<file path="src/rtl/bcd_to_binary.sv">
// Sequential four-digit BCD to 14-bit binary converter, one multiply-accumulate per digit.
// Optional invalid-digit detection is enabled by defining BCD_DIGIT_CHECK_EN.
module bcd_to_binary (
  input  logic        clk,
  input  logic        rst,
  input  logic        start,
  input  logic [3:0]  in0,
  input  logic [3:0]  in1,
  input  logic [3:0]  in2,
  input  logic [3:0]  in3,
  output logic        busy,
  output logic        done,
  output logic [13:0] result,
  output logic        err
);

  typedef enum logic [1:0] {
    IDLE = 2'd0,
    CONV = 2'd1,
    DONE = 2'd2
  } state_e;

  state_e            state_q, state_d;
  logic [3:0][3:0]   digits_q, digits_d;
  logic [13:0]       acc_q, acc_d;
  logic [1:0]        idx_q, idx_d;
  logic [13:0]       result_q, result_d;
  logic [17:0]       mac;
  logic              load;

`ifdef BCD_DIGIT_CHECK_EN
  logic              bad_q, bad_d;
  logic              err_q, err_d;

  function automatic logic anyInvalid(input logic [3:0][3:0] d);
    logic found;
    found = 1'b0;
    for (int i = 0; i < 4; i++) begin
      if (d[i] > 4'd9) found = 1'b1;
    end
    return found;
  endfunction
`endif

  // Element 0 holds the thousands digit so index order matches processing order.
  assign mac  = ({4'd0, acc_q} * 18'd10) + {14'd0, digits_q[idx_q]};
  assign load = start && (state_q != CONV);

  always_comb begin
    state_d  = state_q;
    digits_d = digits_q;
    acc_d    = acc_q;
    idx_d    = idx_q;
    result_d = result_q;
`ifdef BCD_DIGIT_CHECK_EN
    bad_d    = bad_q;
    err_d    = err_q;
`endif
    case (state_q)
      IDLE: state_d = IDLE;
      CONV: begin
        acc_d = mac[13:0];
        idx_d = idx_q + 2'd1;
        if (idx_q == 2'd3) begin
          state_d  = DONE;
`ifdef BCD_DIGIT_CHECK_EN
          result_d = bad_q ? 14'd0 : mac[13:0];
          err_d    = bad_q;
`else
          result_d = mac[13:0];
`endif
        end
      end
      DONE:    state_d = IDLE;
      default: state_d = IDLE;
    endcase
    // The DONE cycle may hand straight over to a new conversion for a 5-cycle cadence.
    if (load) begin
      state_d  = CONV;
      digits_d = {in3, in2, in1, in0};
      acc_d    = 14'd0;
      idx_d    = 2'd0;
`ifdef BCD_DIGIT_CHECK_EN
      bad_d    = anyInvalid({in3, in2, in1, in0});
`endif
    end
  end

  always_ff @(posedge clk) begin
    if (rst) begin
      state_q  <= IDLE;
      digits_q <= '0;
      acc_q    <= 14'd0;
      idx_q    <= 2'd0;
      result_q <= 14'd0;
`ifdef BCD_DIGIT_CHECK_EN
      bad_q    <= 1'b0;
      err_q    <= 1'b0;
`endif
    end else begin
      state_q  <= state_d;
      digits_q <= digits_d;
      acc_q    <= acc_d;
      idx_q    <= idx_d;
      result_q <= result_d;
`ifdef BCD_DIGIT_CHECK_EN
      bad_q    <= bad_d;
      err_q    <= err_d;
`endif
    end
  end

  assign busy   = (state_q != IDLE);
  assign done   = (state_q == DONE);
  assign result = result_q;
`ifdef BCD_DIGIT_CHECK_EN
  assign err    = err_q;
`else
  assign err    = 1'b0;
`endif

endmodule

</file>
<file path="config.mk">
export PLATFORM = sky130hd
export DESIGN_NAME = bcd_to_binary
export DESIGN_NICKNAME = d
export VERILOG_FILES = /design/src/rtl/bcd_to_binary.sv
export SDC_FILE = /design/constraint.sdc
export NUM_CORES = 1
export LEC_CHECK = 0
export BUFFER_PORTS_ARGS = -buffer_cell sky130_fd_sc_hd__buf_4
export CAP_MARGIN = 10
export CORE_ASPECT_RATIO = 0.9
export CORE_UTILIZATION = 61
export CTS_CLUSTER_SIZE = 40
export DETAILED_ROUTE_END_ITERATION = 6
export PLACE_DENSITY_LB_ADDON = 0.2
export SLEW_MARGIN = 10
export SYNTH_ARGS = -nofsm -noshare
export SYNTH_HDL_FRONTEND = slang
export SYNTH_SLANG_ARGS = --single-unit
</file>
<file path="constraint.sdc">
create_clock -name clk -period 9.05 [get_ports clk]
set_clock_uncertainty 0.2 [all_clocks]
set_input_delay 1.81 -clock clk [delete_from_list [all_inputs] [get_ports clk]]
set_output_delay 1.81 -clock clk [all_outputs]
set_load 0.02 [all_outputs]
</file>
=== Word level (Yosys, flattened, before mapping) ===
Cells that the tools add are included.

* Register bits: 48
* Input bits: 19
* Output and inout port bits: 17
* Logic and storage cells: 29

* Add/sub/neg operators: 2
* $mul: 1
* $lt $le $gt $ge: 1
* Equal/unequal tests: 5
* Muxes and demuxes: 5
* Bitwise gates (word level): 1
* Reductions and logical operators: 5

{| class="wikitable"
|+ Operators with widths
! cell !! number
|-
| $add 14x4->14 || 1
|-
| $mul 14x3->13 const B || 1
|-
| $bmux 4 s2 || 1
|-
| $eq 2x2->1 const B || 2
|-
| $mux 4 || 1
|-
| $lt 2x3->1 const B || 1
|-
| $mux 1 || 3
|-
| $ne 3x3->1 const B || 1
|-
| $reduce_or 3->1 || 1
|-
| $add 2x1->2 const B || 1
|-
| $eq 2x1->1 const B || 1
|-
| $ne 2x1->1 const B || 1
|-
| $reduce_and 2->1 || 1
|-
| $reduce_bool 2->1 || 1
|-
| $reduce_or 2->1 || 1
|-
| $logic_and 1x1->1 || 1
|-
| $not 1->1 || 1
|}

=== Logic depth before layout (Yosys ltp) ===
Gate-level depths: netlist of the first run.

* Depth after elaboration: 4
* Depth in mapped cells: 12
* Depth with buffers taken out: 11

=== Least setup slack after synthesis of the first run ===
No wires, ideal clock.

* Path kind: register -> register
* From: reg idx_q[0]
* To: reg result_q[13] (netlist: result[13])
* Library setup time: 0.079 ns
* Data arrival time: 3.053 ns
* Required time: 8.771 ns
* Slack: 5.718 ns
* Stages on the path, launching flop included: 11
* Path buffers: 1
* Clock period less this slack: 3.332 ns
* Cell sequence: dfxtp_1 clkbuf_1 mux4_2 ha_1 nor2b_1 o21ai_1 or3b_4 or3_4 nor3_2 xnor3_1 a211oi_2

* Cells in the longest elaborated chain, start to end: 3
* Elaborated cells between the ends (all ways): 5
* Classes of those cells: add/sub: 1; eq/ne: 1; mux: 2; reduce/logical: 1

{| class="wikitable"
|+ RTL lines
! what !! line !! text
|-
| start: declaration || 26 || <nowiki>logic [1:0] idx_q, idx_d;</nowiki>
|-
| start signal: assignment || 104 || <nowiki>idx_q <= idx_d;</nowiki>
|-
| $bmux 4 s2 || 46 || <nowiki>assign mac = ({4'd0, acc_q} * 18'd10) + {14'd0, digits_q[idx_q]};</nowiki>
|-
| $mux 4 (implied by the code) || 46 ||
|-
| $add 14x4->14 || 46 ||
|-
| end signal: assignment || 105 || <nowiki>result_q <= result_d;</nowiki>
|-
| end: declaration || 27 || <nowiki>logic [13:0] result_q, result_d;</nowiki>
|}

Parallel ways exist; a longest one is shown, timed or not. The select of a mux whose other input is x is not followed.
A chain may end at the register's enable or synchronous reset.

=== Final worst setup path of the first run ===
Same ends and word-level chain as after synthesis.

==> flow_summary.json, run 1 <==
{
  "die_y_um": 63.4,
  "critical_path.n_buffers_inverters": 0,
  "max_slew.worst_pin.slew_ns": 0.711,
  "timing.setup.tns_ns": 0,
  "worstPathCellList": "mux4_2 -> ha_1 -> nor2b_1 -> o21ai_1 -> or3b_4 -> or3_4 -> nor3_2 -> xnor3_1 -> a211oi_2",
  "clkSlewWorstSetupHoldPaths_ns": 0.09,
  "num_io_pins": 36,
  "number_of_buffers_inserted_during_clock_tree_synthesis": 5,
  "synth_top_cell_by_area": "sky130_fd_sc_hd__dfxtp_1",
  "critical_path_peak_fanout": 6,
  "cells_after_synth": 295,
  "p_per_area_nw_per_um2": 153,
  "globalplace.congestion": 0.828,
  "worst_ep_required_time_ns": 9.08,
  "synth.net_count": 339,
  "fmax_mhz": 290,
  "synthesis.area_um2": 2550,
  "worst-endpoint-arrival_ns": 3.48,
  "hold_path.class": "flop to flop",
  "route.detailed.wl_per_inst_um": 13.9,
  "root_buffer": "sky130_fd_sc_hd__clkbuf_8",
  "ys_ff_latch": 47,
  "layout_worst_path_cycle_share": 0.381,
  "yosysUniqueCellTypes": 41,
  "standby_leakage_power_uw": 0.00123,
  "syn2layout_area_growth_pct": 14.6,
  "finalWorstPathRequiredPeriod_ns": 3.44,
  "dpl_worst_slack_ns": 5.63,
  "fin_ws_ns": 5.61,
  "max-slew-margin-rel": 0.526,
  "crit_path_end_kind": "flop",
  "maxCapViolations": 0,
  "grt.overflow.total": 0,
  "grt_antenna_before_repair": 0,
  "total_power_uw": 448,
  "clock_insertion_delay_worst_skew_ns": 0.30,
  "status": "complete, no violations",
  "synth.yosys.seq_area_share": 0.368,
  "drive_above_1_share": 0.162,
  "drtAntennaViolNets": 0,
  "cts_sinks": 47,
  "criticalPathCategory": "flop to flop",
  "dpl.hpwl_um": 3870,
  "post-route-drc-count": 0,
  "routed_via_density": 5.64,
  "drt_iter0_drc": 150,
  "fin_util": 0.758,
  "cp_slowest_stage_delay_ns": 0.55,
  "unrepaired_setup_endpoints_after_global_routing": "no",
  "synth_top_cells_by_area": "sky130_fd_sc_hd__dfxtp_1 (37%), sky130_fd_sc_hd__ha_1 (11%), sky130_fd_sc_hd__nand2_1 (9.0%)",
  "insertedDiodeCount": 0,
  "core.rowCount": 21,
  "drt_wl_total_um": 5110,
  "worst_setup_path_start_kind": "flop",
  "postCtsSetupBuffers": 0,
  "floorplan.die_area_um2": 4450,
  "htreeDepth": 2,
  "kind_of_cell_adding_the_most_delay_to_the_critical_path": "simple AND/OR/NAND/NOR gates",
  "core_region_area_um2": 3860,
  "cts_tree": "yes",
  "synth_top_cell_area_share": 0.368,
  "die-width_um": 70.2,
  "yosysWarningCount": 0,
  "setup_violations": 0,
  "num-nets-final": 364,
  "route.vias.total": 2071,
  "max-clock-path-buffers": 2,
  "initial_utilization": 0.661,
  "track_usage": 0.246,
  "first_global_vias": 1853,
  "cts_hold_repair.buffers": 0,
  "hold_violations": 0,
  "grt_first_pass_wirelength_um": 8620,
  "syn-mean-instance-area_um2": 8.66,
  "io_buffer_count": 34,
  "vdd_ir_drop_max_mv": 0.118,
  "slowest_stage": "sky130_fd_sc_hd__dfxtp_1",
  "timing_max_transition_violations_final": 0,
  "dr.pass1.iters": 4,
  "maximum_number_of_pins_on_one_net_before_global_route_repair": 34,
  "post_cts_resized": 0
}
==> worst paths after layout <==
path	start	end	slack [ns]	depth (start not counted)
worst max-delay path	idx_q[0]$_SDFFE_PP0P_	result[13]$_SDFFE_PP0P_	5.61	9
worst max register to register	idx_q[0]$_SDFFE_PP0P_	result[13]$_SDFFE_PP0P_	5.61	9
worst min-delay path	result[4]$_SDFFE_PP0P_	result[4]$_SDFFE_PP0P_	0.26	2
worst min register to register	result[4]$_SDFFE_PP0P_	result[4]$_SDFFE_PP0P_	0.26	2
==> cell usage in the layout (no fill, tap or decap), drive strengths merged, types with 5 or more instances in the layout <==
| cell | synthesis | routed |
|---|---|---|
| nand2 | 61 | 61 |
| dfxtp | 47 | 47 |
| a21oi | 35 | 35 |
| buf | 2 | 35 |
| nor2 | 24 | 24 |
| ha | 23 | 23 |
| a211oi | 17 | 17 |
| xnor2 | 14 | 14 |
| xor2 | 7 | 7 |
| clkbuf | 15 | 6 |
| inv | 5 | 6 |
| nand2b | 5 | 5 |
==> tightest hold or removal path, cell delays in order (launching register included) <==
cell and delay (ns):
sky130_fd_sc_hd__dfxtp_1 0.32, sky130_fd_sc_hd__nand2_1 0.05, sky130_fd_sc_hd__a21oi_1 0.05
==> through the flow <==
| step | instances | area, um2 | hold WS [ns] |
|---|---|---|---|
| 2_1_floorplan | 295 | 2550 | 0.233 |
| 3_3_place_gp | 359 | 2810 | 0.242 |
| 3_5_place_dp | 359 | 2810 | 0.248 |
| 4_1_cts | 367 | 2930 | 0.261 |
| 5_1_grt | 367 | 2930 | 0.279 |
| 6_report | 367 | 2930 | 0.259 |
==> sequential cells by signal, summed over array words and instances, names as in the netlist <==
name and cells:
acc_q 13, digits_q 16, idx_q 2, result 14, state_q 2
==> cells by family (layout without fill, tap and decap cells) <==
kind of cell / count (synthesis) / in the layout / share of synthesized area
compound gates: 65 / 65 / 0.157
xor+xnor: 22 / 22 / 0.0808
fa+ha+maj: 25 / 25 / 0.128
buf+inv: 22 / 48 / 0.0338
flops: 47 / 47 / 0.368
mux: 4 / 4 / 0.0353
other cells: 1 / 1 / 0.00147
simple gates: 109 / 109 / 0.195
==> cell type report <==
class                   instances  area (um2)
multi-input cells             226        1530
flip-flops and latches         47         941
fillers                       290         933
repair buffers                 35         263
clock buffers                   6        82.6
well taps                      46        57.6
clock inverters                 2        38.8
inverters                       5        18.8
==> synth_stat cells (all sizes together) <==
cell / n
a211o: 1
a211oi: 17
a21o: 3
a21oi: 35
and2: 2
and3b: 1
and4: 1
buf: 2
clkbuf: 15
conb: 1
dfxtp: 47
fa: 2
ha: 23
inv: 5
mux4: 4
nand2: 61
nand2b: 5
nand3: 1
nand3b: 1
nand4b: 1
nand4bb: 1
nor2: 24
nor2b: 3
nor3: 3
o2111ai: 1
o211ai: 2
o21a: 1
o21ai: 4
o311a: 1
or2: 1
or3: 1
or3b: 2
or4b: 1
xnor2: 14
xnor3: 1
xor2: 7
==> layer usage <==
layer	vias up	GRT usage	part of all wire
met5	-	0	0
met4	0	0.0825	0.0068
li1	1061	-	-
met3	5	0.0496	0.065
met2	75	0.362	0.44
met1	930	0.358	0.49
==> power breakdown <==
| group | internal, uW | leakage [uW] | switching (uW) | total [uW] |
|---|---|---|---|---|
| combinational | 27.6 | 0.000787 | 35.5 | 63.1 |
| sequential | 214 | 0.000382 | 6.30 | 221 |
| clock | 90.9 | 0.0000618 | 72.9 | 164 |
Power figures use the tool's default switching activity.
==> run 2, diff against run 1 <==
--- a/config.mk
+++ b/config.mk
@@ -8,7 +8,7 @@
 export BUFFER_PORTS_ARGS = -buffer_cell sky130_fd_sc_hd__buf_4
 export CAP_MARGIN = 10
 export CORE_ASPECT_RATIO = 0.9
-export CORE_UTILIZATION = 61
+export CORE_UTILIZATION = 57
 export CTS_CLUSTER_SIZE = 40
 export DETAILED_ROUTE_END_ITERATION = 6
 export PLACE_DENSITY_LB_ADDON = 0.2
==> constraint.sdc (replaced) <==
create_clock -name clk -period 3.3 [get_ports clk]
set_clock_uncertainty 0.2 [all_clocks]
set_input_delay 0.66 -clock clk [delete_from_list [all_inputs] [get_ports clk]]
set_output_delay 0.66 -clock clk [all_outputs]
set_load 0.02 [all_outputs]
==> flow_summary.json, run 2 (synthesized netlist as in run 1, its figures left out) <==
{
  "cts_tree": "yes",
  "maxCapViolations": 0,
  "cts_hold_repair.buffers": 0,
  "regMostFlops": "digits_q",
  "drt_wl_total_um": 5190,
  "clock_insertion_delay_worst_skew_ns": 0.31,
  "critical_path_peak_fanout": 6,
  "mostFrequentLayoutCells": "sky130_fd_sc_hd__nand2_1 (61), sky130_fd_sc_hd__dfxtp_1 (46), sky130_fd_sc_hd__buf_4 (40), sky130_fd_sc_hd__a21oi_1 (33), sky130_fd_sc_hd__nor2_1 (24)",
  "max_slew.worst_pin.slew_ns": 0.767,
  "layout_worst_path_cycle_share": 0.966,
  "timing_max_transition_violations_final": 0,
  "floorplan.die_area_um2": 4750,
  "total_power_uw": 1240,
  "post-route-drc-count": 0,
  "unrepaired_setup_endpoints_after_global_routing": "no",
  "num-nets-final": 369,
  "grt_antenna_before_repair": 0,
  "fmax_mhz": 314,
  "maximum_number_of_pins_on_one_net_before_global_route_repair": 34,
  "die_y_um": 65.5,
  "commonest_non_fill_non_tap_cell_in_the_layout": "sky130_fd_sc_hd__nand2_1",
  "initial_utilization": 0.611,
  "largest_register_ff_count": 16,
  "hold_violations": 0,
  "place_inst": 378,
  "grt.overflow.total": 0,
  "number_of_buffers_inserted_during_clock_tree_synthesis": 5,
  "p_per_area_nw_per_um2": 412,
  "hold_path.class": "flop to flop",
  "slowest_stage": "sky130_fd_sc_hd__or3b_4",
  "htreeDepth": 2,
  "clkSlewWorstSetupHoldPaths_ns": 0.09,
  "dr.pass1.iters": 4,
  "postCtsSetupBuffers": 0,
  "multi_input_combinational_cell_area_um2": 1540,
  "drt_iter0_drc": 84,
  "cts_sinks": 47,
  "first_global_vias": 1806,
  "max-clock-path-buffers": 2,
  "setup_violations": 0,
  "drtAntennaViolNets": 0,
  "worst_ep_required_time_ns": 3.34,
  "core.rowCount": 22,
  "criticalPathCategory": "flop to flop",
  "root_buffer": "sky130_fd_sc_hd__clkbuf_8",
  "grt_first_pass_wirelength_um": 8620,
  "worst-endpoint-arrival_ns": 3.22,
  "fillers": 329,
  "die-width_um": 72.6,
  "cp_slowest_stage_delay_ns": 0.40,
  "crit_path_end_kind": "flop",
  "worstPathCellList": "mux4_2 -> ha_1 -> inv_1 -> fa_1 -> nor2b_1 -> o21ai_1 -> or3b_4 -> or3_4 -> nor3_2 -> xnor3_1 -> a211oi_2",
  "track_usage": 0.242,
  "final_cells": 386,
  "globalplace.congestion": 0.864,
  "vdd_ir_drop_max_mv": 0.233,
  "worst_setup_path_start_kind": "flop",
  "standby_leakage_power_uw": 0.00127,
  "syn2layout_area_growth_pct": 17.4,
  "io_buffer_count": 34,
  "routed_via_density": 5.37,
  "finalWorstPathRequiredPeriod_ns": 3.19,
  "num_io_pins": 36,
  "route.detailed.wl_per_inst_um": 13.4,
  "dpl.hpwl_um": 3920,
  "status": "complete, no violations",
  "drive_above_1_share": 0.187,
  "ff_latch_area_um2": 945,
  "route.vias.total": 2074,
  "max-slew-margin-rel": 0.489,
  "insertedDiodeCount": 0,
  "core_region_area_um2": 4180
}
[run 2: layer usage]
metal	vias to the layer above	GRT usage	wire length [um]
met4	0	0.0809	57
met3	4	0.0598	226
met1	954	0.371	2760
met2	44	0.326	2140
met5	-	0	0
li1	1072	-	-
[run 2: critical path: cells and delay by family, from the launching register on]
| kind | cells | cell delay [ns] |
|---|---|---|
| and+or+nand+nor | 4 | 1.02 |
| adders and majority gates | 2 | 0.55 |
| DFF | 1 | 0.38 |
| muxes | 1 | 0.34 |
| AOI/OAI and AO/OA | 2 | 0.32 |
| xor gates and xnor gates | 1 | 0.24 |
| buffers and inverters | 1 | 0.05 |
[run 2: per-stage QoR]
step                      setup TNS [ns]  worst slack [ns]  instance area [um2]  hold slack (ns)   util
after floorplan                        0            0.0668                 2560            0.233      -
after global placement                 0            0.0586                 2860            0.244  0.684
after detailed placement         -0.0544           -0.0544                 2860            0.246  0.684
after CTS                              0           0.00657                 2990            0.264  0.714
after global routing                   0           0.00508                 3000            0.276  0.717
final                                  0             0.113                 3000            0.260  0.717
[run 2: repair_timing]
action | in CTS | in global routing
setup endpoints to repair | 1 | 4
pin swaps | 0 | 1
gates resized for setup | 1 | 4
[run 2: final timing paths]
check | startpoint | end | slack [ns] | depth (start not counted)
hold / removal | result[1]$_SDFFE_PP0P_ | result[1]$_SDFFE_PP0P_ | 0.26 | 2
hold reg to reg | result[1]$_SDFFE_PP0P_ | result[1]$_SDFFE_PP0P_ | 0.26 | 2
setup reg to reg | idx_q[0]$_SDFFE_PP0P_ | result[13]$_SDFFE_PP0P_ | 0.11 | 11
setup / recovery | idx_q[0]$_SDFFE_PP0P_ | result[13]$_SDFFE_PP0P_ | 0.11 | 11
[run 2: area by class of cell]
type,count,area share
clock buffers,6,0.0275
inverters,5,0.00626
repair buffers,40,0.100
well taps,60,0.0250
clock inverters,2,0.0129
multi-input cells,226,0.513
flip-flops and latches,47,0.315
[run 2: power breakdown]
group	internal, uW	leakage, uW	switching, uW
Clock	249	0.0000618	199
Sequential	588	0.000383	17.8
Combinational	83.2	0.000821	100
==> run 3, diff against run 2 <==
--- a/config.mk
+++ b/config.mk
@@ -5,10 +5,11 @@
 export SDC_FILE = /design/constraint.sdc
 export NUM_CORES = 1
 export LEC_CHECK = 0
+export ABC_AREA = 1
 export BUFFER_PORTS_ARGS = -buffer_cell sky130_fd_sc_hd__buf_4
 export CAP_MARGIN = 10
 export CORE_ASPECT_RATIO = 0.9
-export CORE_UTILIZATION = 57
+export CORE_UTILIZATION = 58
 export CTS_CLUSTER_SIZE = 40
 export DETAILED_ROUTE_END_ITERATION = 6
 export PLACE_DENSITY_LB_ADDON = 0.2
==> flow_summary.json, run 3 <==
{
  "min_delay_worst_endpoint": "result[1]$_SDFFE_PP0P_",
  "first_global_vias": 2210,
  "commonest_non_fill_non_tap_cell_in_the_layout": "sky130_fd_sc_hd__nand2_1",
  "globalplace.congestion": 0.836,
  "fillers": 363,
  "dr.pass1.iters": 4,
  "drt_iter0_drc": 141,
  "vdd_ir_drop_max_mv": 0.320,
  "drive_above_1_share": 0.173,
  "clock_insertion_delay_worst_skew_ns": 0.29,
  "share_of_synthesized_flip_flops_with_an_asynchronous_set_or_reset": 0,
  "post-synth-top-count-cell": "sky130_fd_sc_hd__nand2_1",
  "io_buffer_count": 34,
  "multi_input_combinational_cell_area_um2": 1660,
  "largest_family_of_logic_cells_by_synthesized_area": "simple AND/OR/NAND/NOR gates",
  "post_synth_xor_area_fraction": 0.0279,
  "track_usage": 0.265,
  "insertedDiodeCount": 0,
  "fmax_mhz": 343,
  "syn-mean-instance-area_um2": 7.23,
  "num-nets-final": 467,
  "setup_violations": 0,
  "worst_ep_required_time_ns": 3.30,
  "die-width_um": 75.6,
  "worst_r2r_endpoint": "acc_q[11]$_SDFFE_PP0P_",
  "synth-adder-area-share": 0.116,
  "rr_worst_depth": 17,
  "number_of_synthesized_flops_with_an_enable_pin": 0,
  "dpl_worst_slack_ns": 0.419,
  "clkSlewWorstSetupHoldPaths_ns": 0.08,
  "core.rowCount": 23,
  "regMostFlops": "digits_q",
  "crit_path_end_kind": "flop",
  "worst_setup_path_start_kind": "flop",
  "floorplan.die_area_um2": 5150,
  "synth_top_cell_by_area": "sky130_fd_sc_hd__dfxtp_1",
  "maxCapViolations": 0,
  "synth_top_cells_by_area": "sky130_fd_sc_hd__dfxtp_1 (33%), sky130_fd_sc_hd__nand2_1 (12%), sky130_fd_sc_hd__ha_1 (10%)",
  "layout.cell_area.non_filler_um2": 3220,
  "cts_tree": "yes",
  "unrepaired_setup_endpoints_after_global_routing": "no",
  "initial_utilization": 0.617,
  "post-route-drc-count": 0,
  "max_slew.worst_pin.slew_ns": 0.589,
  "largest_register_ff_count": 16,
  "grt_first_pass_wirelength_um": 10200,
  "timing.setup.tns_ns": 0,
  "htreeDepth": 2,
  "pwr-share-comb": 0.190,
  "synthesis.area_um2": 2830,
  "clockPowerShare": 0.321,
  "power.internal_uw": 906,
  "p_per_area_nw_per_um2": 392,
  "synth_top_cell_area_share": 0.333,
  "critical_path_peak_fanout": 11,
  "syn2layout_area_growth_pct": 13.8,
  "sequential_share_of_power": 0.488,
  "root_buffer": "sky130_fd_sc_hd__clkbuf_8",
  "ff_latch_area_um2": 941,
  "worst-endpoint-arrival_ns": 2.92,
  "yosysWarningCount": 0,
  "worst_hold_path_startpoint": "result[1]$_SDFFE_PP0P_",
  "ys_ff_latch": 47,
  "postCtsSetupBuffers": 0,
  "grt.overflow.total": 0,
  "drtAntennaViolNets": 0,
  "cells_after_synth": 391,
  "status": "complete, no violations",
  "standby_leakage_power_uw": 0.00164,
  "hold_violations": 0,
  "layout_worst_path_cycle_share": 0.884,
  "top_flip_flop_cell_by_instance_count_after_synthesis": "sky130_fd_sc_hd__dfxtp_1",
  "dpl.hpwl_um": 4820,
  "route.detailed.wl_per_inst_um": 13.0,
  "number_of_buffers_inserted_during_clock_tree_synthesis": 5,
  "yosysUniqueCellTypes": 41,
  "critical_path.reg2reg.startpoint": "idx_q[0]$_SDFFE_PP0P_",
  "route.vias.total": 2508,
  "muxShareOfSynthArea": 0,
  "grt_antenna_before_repair": 0,
  "total_switching_power_uw": 353,
  "max-slew-margin-rel": 0.607,
  "core_region_area_um2": 4580,
  "max-clock-path-buffers": 2,
  "instance_area_at_placement_um2": 3110,
  "num_io_pins": 36,
  "total_power_uw": 1260,
  "cts_sinks": 47,
  "cts_hold_repair.buffers": 0,
  "switching_share": 0.281,
  "fin_ws_ns": 0.382,
  "r2r_setup_slack_ns": 0.38,
  "worstHoldPathCells": 2,
  "finalWorstPathRequiredPeriod_ns": 2.92,
  "most_used_standard_cells_in_the_synthesized_netlist": "sky130_fd_sc_hd__nand2_1 (88), sky130_fd_sc_hd__nor2_1 (55), sky130_fd_sc_hd__dfxtp_1 (47)",
  "timing_max_transition_violations_final": 0,
  "mostFrequentLayoutCells": "sky130_fd_sc_hd__nand2_1 (88), sky130_fd_sc_hd__nor2_1 (55), sky130_fd_sc_hd__dfxtp_1 (47), sky130_fd_sc_hd__inv_1 (42), sky130_fd_sc_hd__buf_4 (35)",
  "routed_via_density": 5.17,
  "compound_cell_area_share_of_the_yosys_netlist": 0.121,
  "basic_gate_share_of_the_synthesized_area_counting_and_or_nand_and_nor_cells": 0.322,
  "maximum_number_of_pins_on_one_net_before_global_route_repair": 24,
  "hold_path.class": "flop to flop",
  "synth.net_count": 435,
  "synth.yosys.seq_area_share": 0.333,
  "post_cts_resized": 0,
  "criticalPathCategory": "flop to flop",
  "die_y_um": 68.2,
  "drt_wl_total_um": 6310
}
[run 3: worst max path at each step]
stage / start / end / slack [ns] / cells after the start
2_1_floorplan: idx_q[0]$_SDFFE_PP0P_ / acc_q[11]$_SDFFE_PP0P_ / 0.74 / 19
3_5_place_dp: idx_q[0]$_SDFFE_PP0P_ / acc_q[11]$_SDFFE_PP0P_ / 0.42 / 17
6_report: idx_q[0]$_SDFFE_PP0P_ / acc_q[11]$_SDFFE_PP0P_ / 0.38 / 17
5_1_grt: idx_q[0]$_SDFFE_PP0P_ / acc_q[11]$_SDFFE_PP0P_ / 0.16 / 17
4_1_cts: idx_q[0]$_SDFFE_PP0P_ / acc_q[11]$_SDFFE_PP0P_ / 0.41 / 17
3_3_place_gp: idx_q[0]$_SDFFE_PP0P_ / acc_q[11]$_SDFFE_PP0P_ / 0.61 / 17
[run 3: per-stage QoR]
stage               utilization  hold WS [ns]  cells
global placement          0.680         0.230    478
CTS                       0.703         0.255    485
detailed placement        0.680         0.236    478
floorplan                     -         0.262    391
finish                    0.703         0.255    485
global route              0.703         0.289    485
[run 3: logic make-up (layout without fill, tap and decap cells)]
| group | after synthesis | after routing |
|---|---|---|
| compound gates | 62 | 62 |
| xor+xnor | 9 | 9 |
| fa+ha+maj | 25 | 25 |
| buf+inv | 55 | 87 |
| flops | 47 | 47 |
| other cells | 1 | 1 |
| simple gates | 192 | 192 |
[run 3: area by class of cell]
cell class                 count  share of cell area
clock buffer                   6              0.0226
clock inverter                 1             0.00934
inverter                      45              0.0525
multi-input combinational    289               0.517
sequential                    47               0.293
tap                           62              0.0241
timing repair buffer          35              0.0817
[run 3: power groups by stage]
stage / Combinational [uW] / Sequential (uW) / Clock [uW]
2_1_floorplan: 181 / 618 / 0
3_3_place_gp: 227 / 627 / 0
3_5_place_dp: 235 / 627 / 0
4_1_cts: 238 / 614 / 412
5_1_grt: 267 / 617 / 437
6_report: 240 / 615 / 404
[run 3: routing by layer]
layer  GRT usage  vias to the layer above  part of all wire
li1            -                     1313                 -
met2       0.430                       56              0.45
met5           0                        -                 0
met1       0.359                     1132              0.49
met3      0.0501                        7             0.043
met4      0.0810                        0             0.010
[run 3: worst max-delay path, stage by stage, from the launching register on]
cell                       delay, ns
sky130_fd_sc_hd__dfxtp_1        0.53
sky130_fd_sc_hd__o21ai_0        0.16
sky130_fd_sc_hd__o22ai_1        0.21
sky130_fd_sc_hd__ha_1           0.24
sky130_fd_sc_hd__inv_1          0.07
sky130_fd_sc_hd__fa_1           0.42
sky130_fd_sc_hd__inv_1          0.08
sky130_fd_sc_hd__nand3_1        0.08
sky130_fd_sc_hd__nand2_2        0.09
sky130_fd_sc_hd__nand2_2        0.06
sky130_fd_sc_hd__nor2_4         0.12
sky130_fd_sc_hd__nand3_4        0.10
sky130_fd_sc_hd__nor2_4         0.12
sky130_fd_sc_hd__nand3b_1       0.10
sky130_fd_sc_hd__nand2_2        0.09
sky130_fd_sc_hd__nand2_1        0.05
sky130_fd_sc_hd__nand2_1        0.07
sky130_fd_sc_hd__inv_1          0.03
